**src/rtl/float2fix_pipe.sv**
```systemverilog
// Three-stage handshaked IEEE-754 float to signed fixed-point converter with
// selectable RTZ/RNE rounding, signed saturation and per-result exception flags.
module float2fix_pipe #(
  parameter int unsigned EXP_W  = 8,
  parameter int unsigned MAN_W  = 23,
  parameter int unsigned INT_W  = 32,
  parameter int unsigned FRAC_W = 32
) (
  input  logic                    clk_i,
  input  logic                    rst_i,
  input  logic                    in_valid_i,
  output logic                    in_ready_o,
  input  logic [EXP_W+MAN_W:0]    float_i,
  input  logic                    rnd_mode_i,
  output logic                    out_valid_o,
  input  logic                    out_ready_i,
  output logic [INT_W+FRAC_W-1:0] fix_o,
  output logic [3:0]              flags_o
);

  localparam int unsigned OUT_W  = INT_W + FRAC_W;
  localparam int unsigned SIG_W  = MAN_W + 1;
  localparam int unsigned MAG_W  = OUT_W + 1;
  localparam int unsigned EXT_W  = 2 * SIG_W;
  localparam int          BIAS   = (1 << (EXP_W - 1)) - 1;
  // Left-shift amount of the significand onto the FRAC_W grid is exp + SH_OFS.
  localparam int          SH_OFS = int'(FRAC_W) - int'(MAN_W) - BIAS;
  localparam int          SH_BIG = int'(OUT_W) - int'(MAN_W);

  localparam logic [MAG_W:0]   NEG_LIM = {2'b00, 1'b1, {(OUT_W-1){1'b0}}};
  localparam logic [MAG_W:0]   POS_LIM = NEG_LIM - 1'b1;
  localparam logic [OUT_W-1:0] SAT_POS = {1'b0, {(OUT_W-1){1'b1}}};
  localparam logic [OUT_W-1:0] SAT_NEG = {1'b1, {(OUT_W-1){1'b0}}};

  typedef enum logic [2:0] {ClsZero, ClsDenorm, ClsNormal, ClsInf, ClsNan} cls_e;

  logic adv;
  logic out_valid_q;
  logic [OUT_W-1:0] fix_q;
  logic [3:0] flags_q;

  assign adv         = !out_valid_q | out_ready_i;
  assign in_ready_o  = adv;
  assign out_valid_o = out_valid_q;
  assign fix_o       = fix_q;
  assign flags_o     = flags_q;

  // S1: unpack and classify
  logic             in_sign;
  logic [EXP_W-1:0] in_exp;
  logic [MAN_W-1:0] in_man;
  cls_e             in_cls;

  assign {in_sign, in_exp, in_man} = float_i;

  always_comb begin
    if (in_exp == '0) begin
      in_cls = (in_man == '0) ? ClsZero : ClsDenorm;
    end else if (&in_exp) begin
      in_cls = (in_man == '0) ? ClsInf : ClsNan;
    end else begin
      in_cls = ClsNormal;
    end
  end

  logic             s1_valid_q;
  logic             s1_sign_q;
  logic             s1_rnd_q;
  cls_e             s1_cls_q;
  logic [SIG_W-1:0] s1_sig_q;
  int               s1_sh_q;

  always_ff @(posedge clk_i) begin
    if (rst_i) begin
      s1_valid_q <= 1'b0;
      s1_sign_q  <= 1'b0;
      s1_rnd_q   <= 1'b0;
      s1_cls_q   <= ClsZero;
      s1_sig_q   <= '0;
      s1_sh_q    <= 0;
    end else if (adv) begin
      s1_valid_q <= in_valid_i;
      s1_sign_q  <= in_sign;
      s1_rnd_q   <= rnd_mode_i;
      s1_cls_q   <= in_cls;
      s1_sig_q   <= {1'b1, in_man};
      s1_sh_q    <= int'(in_exp) + SH_OFS;
    end
  end

  // S2: align magnitude, keep guard and sticky
  logic [MAG_W-1:0] sh_mag;
  logic             sh_guard;
  logic             sh_sticky;
  logic             sh_big;
  logic [EXT_W-1:0] ext;
  int unsigned      rsh;

  always_comb begin
    sh_mag    = '0;
    sh_guard  = 1'b0;
    sh_sticky = 1'b0;
    sh_big    = 1'b0;
    ext       = '0;
    rsh       = '0;
    if (s1_sh_q >= 0) begin
      if (s1_sh_q >= SH_BIG) begin
        sh_big = 1'b1;
      end else begin
        sh_mag = {{(MAG_W-SIG_W){1'b0}}, s1_sig_q} << s1_sh_q;
      end
    end else begin
      rsh = unsigned'(-s1_sh_q);
      // Beyond one full significand width only a sticky bit survives.
      if (rsh > SIG_W) begin
        sh_sticky = 1'b1;
      end else begin
        ext       = {s1_sig_q, {SIG_W{1'b0}}} >> rsh;
        sh_mag    = {{(MAG_W-SIG_W){1'b0}}, ext[EXT_W-1:SIG_W]};
        sh_guard  = ext[SIG_W-1];
        sh_sticky = |ext[SIG_W-2:0];
      end
    end
  end

  logic             s2_valid_q;
  logic             s2_sign_q;
  logic             s2_rnd_q;
  cls_e             s2_cls_q;
  logic [MAG_W-1:0] s2_mag_q;
  logic             s2_guard_q;
  logic             s2_sticky_q;
  logic             s2_big_q;

  always_ff @(posedge clk_i) begin
    if (rst_i) begin
      s2_valid_q  <= 1'b0;
      s2_sign_q   <= 1'b0;
      s2_rnd_q    <= 1'b0;
      s2_cls_q    <= ClsZero;
      s2_mag_q    <= '0;
      s2_guard_q  <= 1'b0;
      s2_sticky_q <= 1'b0;
      s2_big_q    <= 1'b0;
    end else if (adv) begin
      s2_valid_q  <= s1_valid_q;
      s2_sign_q   <= s1_sign_q;
      s2_rnd_q    <= s1_rnd_q;
      s2_cls_q    <= s1_cls_q;
      s2_mag_q    <= sh_mag;
      s2_guard_q  <= sh_guard;
      s2_sticky_q <= sh_sticky;
      s2_big_q    <= sh_big;
    end
  end

  // S3: round magnitude, negate, saturate, flag
  logic             rnd_inc;
  logic [MAG_W:0]   rnd_mag;
  logic             ovf;
  logic [OUT_W-1:0] res_fix;
  logic [3:0]       res_flags;

  always_comb begin
    rnd_inc   = s2_rnd_q & s2_guard_q & (s2_sticky_q | s2_mag_q[0]);
    rnd_mag   = {1'b0, s2_mag_q} + {{MAG_W{1'b0}}, rnd_inc};
    ovf       = s2_big_q | (s2_sign_q ? (rnd_mag > NEG_LIM) : (rnd_mag > POS_LIM));
    res_fix   = '0;
    res_flags = '0;
    unique case (s2_cls_q)
      ClsZero:   res_flags = 4'b0000;
      ClsDenorm: res_flags = 4'b0011;
      ClsNan:    res_flags = 4'b1000;
      ClsInf: begin
        res_fix   = s2_sign_q ? SAT_NEG : SAT_POS;
        res_flags = 4'b0100;
      end
      ClsNormal: begin
        if (ovf) begin
          res_fix   = s2_sign_q ? SAT_NEG : SAT_POS;
          res_flags = 4'b0100;
        end else begin
          res_fix   = s2_sign_q ? -rnd_mag[OUT_W-1:0] : rnd_mag[OUT_W-1:0];
          res_flags = {2'b00, rnd_mag == '0, s2_guard_q | s2_sticky_q};
        end
      end
      default: res_flags = 4'b0000;
    endcase
  end

  always_ff @(posedge clk_i) begin
    if (rst_i) begin
      out_valid_q <= 1'b0;
      fix_q       <= '0;
      flags_q     <= '0;
    end else if (adv) begin
      out_valid_q <= s2_valid_q;
      fix_q       <= res_fix;
      flags_q     <= res_flags;
    end
  end

endmodule

```
**config.mk**
```make
export PLATFORM = sky130hd
export DESIGN_NAME = float2fix_pipe
export DESIGN_NICKNAME = d
export VERILOG_FILES = /design/src/rtl/float2fix_pipe.sv
export SDC_FILE = /design/constraint.sdc
export NUM_CORES = 1
export LEC_CHECK = 0
export BUFFER_PORTS_ARGS = -buffer_cell sky130_fd_sc_hd__clkbuf_2
export CORE_MARGIN = 1.5
export CORE_UTILIZATION = 55
export CTS_CLUSTER_SIZE = 14
export DETAILED_ROUTE_END_ITERATION = 6
export GPL_TIMING_DRIVEN = 0
export PLACE_DENSITY = 0.78
export RECOVER_POWER = 25
export SYNTH_ARGS = -nofsm -noshare
export SYNTH_HDL_FRONTEND = slang
export SYNTH_SLANG_ARGS = --single-unit
```
**constraint.sdc**
```tcl
create_clock -name clk_i -period 5.88 [get_ports clk_i]
set_clock_uncertainty 0.1 [all_clocks]
set_input_delay 0 -clock clk_i [delete_from_list [all_inputs] [get_ports clk_i]]
set_output_delay 0 -clock clk_i [all_outputs]
set_load 0.01 [all_outputs]
```
==> results by group, run 1 <==
STA
  – Upper clock frequency limit: 178 MHz
  – Number of pins exceeding their max-slew limit in the final report: 0
  – Total setup violations reported at the end of the flow: 0
  – Final hold viol count: 0
  – Fin Setup TNS: 0 ns
  – Worst Setup Slack, final: 0.258 ns
  – RSZ-0062 raised after global routing: no
  – Slew HR: 0.189
  – Slew of the pin with the lowest slew margin: roughly 1.2 ns
  – Post-layout min period: 5.62 ns
  – Final period utilization: 0.956
  – Final worst hold slack: roughly 0.084 ns

Worst setup path
  – Category of the most critical setup path: flip-flop to flip-flop
  – Worst EP arrival: between 5 and 6 ns
  – Reg2reg path depth: 18
  – R2R Setup Slk: 0.26 ns
  – Category of the worst setup path launch point: flip-flop
  – Setup crit end kind: flip-flop
  – Critical path fanouts, max: 10
  – Required time of the critical path: 6.15 ns

Outcome
  – Outcome: finished, final reports clean

Global routing
  – First-pass GRT wire length: between 80000 and 90000 um
  – Number of global-route vias before repair: approximately 15000
  – Sum of overflow across all layers after global routing: 0
  – Pin count of the biggest net entering global routing: 20
  – Global-route usage over all layers: 0.418
  – Initial antenna violation count: 0

Final layout
  – Fraction of layout cells with a size suffix above 1: 0.108
  – Count of fill cells added during filler insertion: ~2400
  – Number of standard cells in the layout, taps in and fillers out: approximately 2400
  – Antenna cells: 0
  – Layout Area Growth over Synthesis: 13.5%
  – Final standard cell utilization of the core: 0.633
  – Nets@finish: between 2000 and 2500

Detailed routing
  – DRC violation count after routing: 0
  – Vias: around 16000
  – DR iter-0 viols: ~1700
  – First-pass iteration count of the detailed router: 6
  – Wire per inst: roughly 23 um
  – Count of nets left with antenna violations after detail routing: 0
  – Vias per Instance: 6.58
  – Wire length reported by the detailed router: 56600 um

Clocking
  – Clock tree from TritonCTS: done
  – Clock net sink count: between 150 and 200
  – Maximum clock insertion buffer count: 2
  – Clock insertion delay at the later pin of the skew report: roughly 0.46 ns
  – H-tree level count: 4
  – CTS Root Buffer Type: clkbuf_16
  – Register clock-pin slew on the reported worst setup and hold paths: about 0.090 ns
  – Cts bufs inserted: 17

Floorplan
  – Num rows: 59
  – Die Span X: roughly 170 um
  – Initial core utilization: 0.558
  – Placeable Area: ~0.026 mm^2
  – Total die area: around 0.027 mm^2
  – I/O pin count: around 110
  – Die boundary height: approximately 170 um

Logic synthesis
  – Most common cell in the netlist: nand2_1
  – Mapped Nets: slightly below 2000
  – Top cell types by occurrence after synthesis: nand2_1 (240), nor2_1 (219), dfxtp_1 (183), clkbuf_1 (113), xnor2_1 (100)
  – Cells after synthesis: ~1900
  – Share of Yosys cell area claimed by the top area cell type: 0.253
  – Number of enable flip-flop cells after synthesis: 0
  – Cell type contributing the most total cell area after synthesis: dfxtp_1
  – Flop and latch count out of synthesis: roughly 180
  – Post-Syn Area: 0.0145 mm^2
  – Number of warnings issued by yosys: 0
  – Avg Cell Area, Syn: approximately 7.6 um^2
  – Most used flip-flop cell after synthesis: dfxtp_1
  – Area contributors post-synth: dfxtp_1 (25%), nand2_1 (6.2%), xnor2_1 (6.1%), nor2_1 (5.7%), mux4_2 (5.3%)
  – Unique masters post-synth: 86
  – Share of synthesized registers carrying an async set or reset: 0
  – Portion of the post-synthesis area used by sequential elements: 0.253

Pwr
  – Peak ir drop on the vdd network: between 0.15 and 0.2 mV
  – Leakage power figure: around 0.0062 uW
  – Power Dens Cells: 223 mW/mm^2

Job
  – Number of max-cap violations: 0

Worst hold path
  – Min-delay worst type: primary input to flip-flop
  – Hold Path Depth: 4

Place
  – Routability Congestion: 1.07
  – Number of buffers added on ports: about 110
  – Detailed Place HPWL: 43800 um
  – Setup slack after placement: -1.50 ns
  – Instance count after placement with tap cells included: between 2000 and 2500
## per-stage QoR
step / cell area (um^2) / power [uW]
3_5_place_dp: 15400 / 2370
4_1_cts: 16400 / 3610
2_1_floorplan: 14500 / 2060
6_report: 16400 / 3660
5_1_grt: 16400 / 3770
3_3_place_gp: 15400 / 2360
## layout make-up
type                            count  area (um^2)  share of cell area
Buffer                            170          724              0.0441
Multi-Input combinational cell   1531        10000               0.611
Timing Repair Buffer              148          862              0.0525
Clock inverter                     15          185              0.0113
Clock buffer                       17          425              0.0259
Inverter                           26          101             0.00618
Tap cell                          335          419              0.0255
Sequential cell                   183         3660               0.223
## sequential cells by signal, indices dropped and copies added (netlist names), 3 cells and up
signal,flops
s2_mag_q,65
flags_o,4
s1_sig_q,24
s1_cls_q,3
s1_sh_q,10
fix_o,64
s2_cls_q,3
## routing by layer
metal | GRT usage | vias up | wire, um
met2 | 0.672 | 902 | 25600
li1 | - | 7347 | -
met5 | 0 | - | 0
met4 | 0.282 | 0 | 4180
met1 | 0.516 | 7490 | 22100
met3 | 0.0654 | 221 | 4770
## cell usage in the layout, fill, tap and decap left out, types with 13 or more instances in the layout
master	synthesis	layout
a211oi_1	52	52
a211oi_2	21	21
a21oi_1	96	96
a22oi_1	42	42
a31oi_1	17	17
and2_1	14	14
and3_1	37	37
and4_1	13	13
buf_1	19	18
buf_2	28	28
clkbuf_1	113	173
clkbuf_16	0	17
clkbuf_2	3	47
dfxtp_1	183	183
dlygate4sd3_1	0	37
ha_1	16	16
inv_1	24	23
mux2i_1	54	54
mux4_2	34	34
nand2_1	240	240
nand3_1	75	74
nand4_1	39	39
nor2_1	219	219
nor3_1	90	90
nor4_1	29	29
o21ai_0	82	82
o22ai_1	20	20
o31ai_1	16	16
xnor2_1	100	100
xor2_1	35	35
## worst paths after layout
path / endpoint / start
setup / recovery: fix_o[29] / s2_rnd_q
setup reg to reg: fix_o[29] / s2_rnd_q
hold reg to reg: s2_valid_q / s2_valid_q
hold / removal: fix_o[54] / rst_i
## critical path, stage by stage, from the launching register on
cell	delay, ns
dfxtp_1	0.54
o211a_1	0.24
ha_1	0.27
ha_1	0.17
buf_2	0.19
nand3_2	0.22
or4_1	0.44
buf_2	0.19
buf_6	0.16
nor3_4	0.35
xnor2_1	0.27
nand3_1	0.29
nor4_4	0.47
nand4_1	0.23
o31ai_2	0.39
o21ai_1	0.33
buf_2	0.33
buf_6	0.19
a211oi_2	0.14
## cells by family (layout without fill, tap and decap cells)
kind of cell               Yosys count  after routing  share of synthesized area
AOI/OAI and AO/OA                  447            447                      0.215
adders and majority gates           16             16                     0.0138
DFF                                183            183                      0.253
buffers and inverters              198            376                     0.0572
muxes                               95             95                     0.0958
xor gates and xnor gates           135            135                     0.0818
and+or+nand+nor                    838            838                      0.283
## what timing repair did
action / in CTS / in global routing
pin swaps: 1 / 2
hold buffers: 37 / 0
buffers inserted: 1 / 5
resized for setup: 6 / 7
endpoints found under the setup margin: 48 / 86
hold endpoints to repair: 39 / 0
## power breakdown
group          switching [uW]  internal (uW)  leakage [uW]
combinational             710            368       0.00438
sequential               46.0           1290       0.00149
clock                     635            614      0.000296
Power figures use the tool's default switching activity.
==> inputs of run 2 (changes only) <==
- CTS_CLUSTER_DIAMETER: unset -> 200
- PLACE_DENSITY: 0.78 -> 0.72
==> results by group, run 2 (same netlist as run 1, synthesis figures left out) <==
Outcome
  – Outcome: finished with violations
  – Violated checks: DRC

Detailed routing
  – Vias: 16083 (+0.77%)
  – First-pass iteration count of the detailed router: 7 (+1)
  – DR iter-0 viols: 1974 (+17%)
  – Count of nets left with antenna violations after detail routing: 0 (unchanged)
  – Vias per Instance: 6.63 (+0.77%)
  – DRC violation count after routing: 11 (+11)
  – Wire per inst: 23.1 um (-1.1%)
  – Wire length reported by the detailed router: 56000 um (-1.1%)

Pwr
  – Power consumption: 3590 uW (-2.0%)
  – Power Dens Cells: 219 mW/mm^2 (-1.9%)
  – Leakage power figure: 0.00617 uW (about the same)
  – Peak ir drop on the vdd network: 0.152 mV (-13%)

Worst setup path
  – Biggest cell delay along the critical path: 0.65 ns (+0.11 ns)
  – Total buffers and inverters traversed by the critical path: 3 (-2)
  – Cell type of the slowest stage on the worst timing path: a2111oi_4
  – Setup crit end kind: flip-flop
  – Category of the worst setup path launch point: flip-flop
  – CP top delay family: compound AO/OA/AOI/OAI gates
  – R2R Setup Slk: 0.26 ns (about the same)
  – Worst EP arrival: 5.87 ns (-0.02 ns)
  – Category of the most critical setup path: flip-flop to flip-flop
  – Crit-path cells: o211a_1, ha_1, ha_1, buf_2, nand3_2, or4_1, buf_2, nor3_4, nand2_1, xnor2_1, a2111oi_4, nand2_2, o31ai_2, o21ai_2, clkbuf_1, a211oi_1
  – Required time of the critical path: 6.13 ns (-0.02 ns)
  – Critical path fanouts, max: 10 (unchanged)

Final layout
  – Number of standard cells in the layout, taps in and fillers out: 2425 (unchanged)
  – Fraction of layout cells with a size suffix above 1: 0.108 (unchanged)
  – Top library cells by usage in the layout, fill and taps aside: nand2_1 (240), nor2_1 (219), dfxtp_1 (183)
  – Most common cell after layout, fill and taps aside: nand2_1
  – Register area: 0.00366 mm^2 (unchanged)
  – Layout Area Growth over Synthesis: 13.4% (about the same)
  – Area of combinational cells with multiple inputs: 0.0100 mm^2 (+0.11%)
  – Count of fill cells added during filler insertion: 2388 (+0.34%)
  – Register with the highest flop count: s2_mag_q
  – Nets@finish: 2130 (unchanged)
  – Final standard cell utilization of the core: 0.633 (about the same)
  – Area of all placed cells without fillers: 0.0164 mm^2 (about the same)
  – Antenna cells: 0 (unchanged)
  – Max reg flops: 65 (unchanged)

Clocking
  – Register clock-pin slew on the reported worst setup and hold paths: 0.08 ns (about the same)
  – Clock net sink count: 183 (unchanged)
  – Clock tree from TritonCTS: done
  – Cts bufs inserted: 17 (unchanged)
  – H-tree level count: 4 (unchanged)
  – CTS Root Buffer Type: clkbuf_16
  – Clock insertion delay at the later pin of the skew report: 0.45 ns (about the same)
  – Maximum clock insertion buffer count: 2 (unchanged)

Place
  – Detailed Place HPWL: 43800 um (+0.13%)
  – Placement Cell Area: 0.0154 mm^2 (unchanged)
  – Instance count after placement with tap cells included: 2352 (unchanged)
  – Number of buffers added on ports: 105 (unchanged)
  – Routability Congestion: 1.06 (-0.68%)

Floorplan
  – Initial core utilization: 0.558 (unchanged)
  – I/O pin count: 107 (unchanged)
  – Total die area: 0.0273 mm^2 (unchanged)
  – Die boundary height: 165 um (unchanged)
  – Die Span X: 165 um (unchanged)
  – Num rows: 59 (unchanged)
  – Placeable Area: 0.0259 mm^2 (unchanged)

STA
  – Final hold viol count: 0 (unchanged)
  – Slew of the pin with the lowest slew margin: 1.37 ns (+0.160 ns)
  – Upper clock frequency limit: 178 MHz (about the same)
  – Number of pins exceeding their max-slew limit in the final report: 0 (unchanged)
  – Final period utilization: 0.956 (about the same)
  – Slew HR: 0.0662 (-0.123)
  – RSZ-0062 raised after global routing: no
  – Post-layout min period: 5.62 ns (-0.00130 ns)
  – Total setup violations reported at the end of the flow: 0 (unchanged)
  – Final worst hold slack: 0.0714 ns (-0.0126 ns)

Global routing
  – First-pass GRT wire length: 84400 um (-2.1%)
  – Pin count of the biggest net entering global routing: 20 (unchanged)
  – Global-route usage over all layers: 0.409 (-0.00907)
  – Number of global-route vias before repair: 14450 (-2.6%)
  – Initial antenna violation count: 0 (unchanged)
  – Sum of overflow across all layers after global routing: 0 (unchanged)

Worst hold path
  – Min-delay worst type: primary input to flip-flop

Job
  – Number of max-cap violations: 0 (unchanged)
[run 2: cell count changes in the layout (fill, tap and decap cells not counted)]
| cell | delta |
|---|---|
| buf_4 | -1 |
| bufinv_16 | -1 |
| clkbuf_1 | +1 |
| o21ai_1 | -1 |
| o21ai_2 | +1 |
| clkbuf_8 | +1 |
| clkinvlp_4 | -2 |
| xor2_2 | +1 |
| clkinv_4 | +1 |
| inv_1 | +1 |
| xor2_1 | -1 |
[run 2: worst paths after layout]
path | start | depth (start not counted) | end
setup / recovery | s2_rnd_q | 16 | fix_o[53]
hold / removal | rst_i | 4 | fix_o[54]
setup reg to reg | s2_rnd_q | 16 | fix_o[53]
hold reg to reg | s1_rnd_q | 2 | s1_rnd_q
[run 2: worst register-to-register path, delay by kind of cell, from the launching register on]
| kind | cells | cell delay [ns] |
|---|---|---|
| AO/OA/AOI/OAI | 5 | 1.83 |
| AND/OR/NAND/NOR | 5 | 1.51 |
| buffers and inverters | 3 | 0.75 |
| flip-flops | 1 | 0.53 |
| adder cells (fa/ha/maj) | 2 | 0.48 |
| XOR/XNOR | 1 | 0.33 |
[run 2: report_power, final]
group	internal, uW	switching [uW]
Combinational	368	712
Clock	583	590
Sequential	1290	46.3
[run 2: cell type report]
class,instances,share of cell area
multi-input cells,1531,0.612
flip-flops and latches,183,0.223
repair buffers,147,0.0521
plain buffers,171,0.0444
clock buffers,18,0.0268
well taps,335,0.0256
clock inverters,14,0.00954
inverters,26,0.00595
[run 2: routing by layer]
layer	vias to the layer above	global-route usage	share of wire
li1	7340	-	-
met1	7589	0.506	0.39
met2	967	0.658	0.46
met3	187	0.0752	0.090
met4	0	0.256	0.065
met5	-	0	0
[run 2: repair_timing]
item,4_1_cts,5_1_grt
hold endpoints to repair,39,0
endpoints found under the setup margin,50,68
buffers inserted,5,0
gates resized for setup,8,5
pin swaps,2,1
hold buffers,37,0
[run 2: stage by stage]
stage | setup TNS [ns] | setup WS (ns)
floorplan | 0 | 0.531
CTS | 0 | 0.114
finish | 0 | 0.259
detailed placement | -38.55 | -1.44
global placement | -35.52 | -1.38
global route | 0 | 0.0273
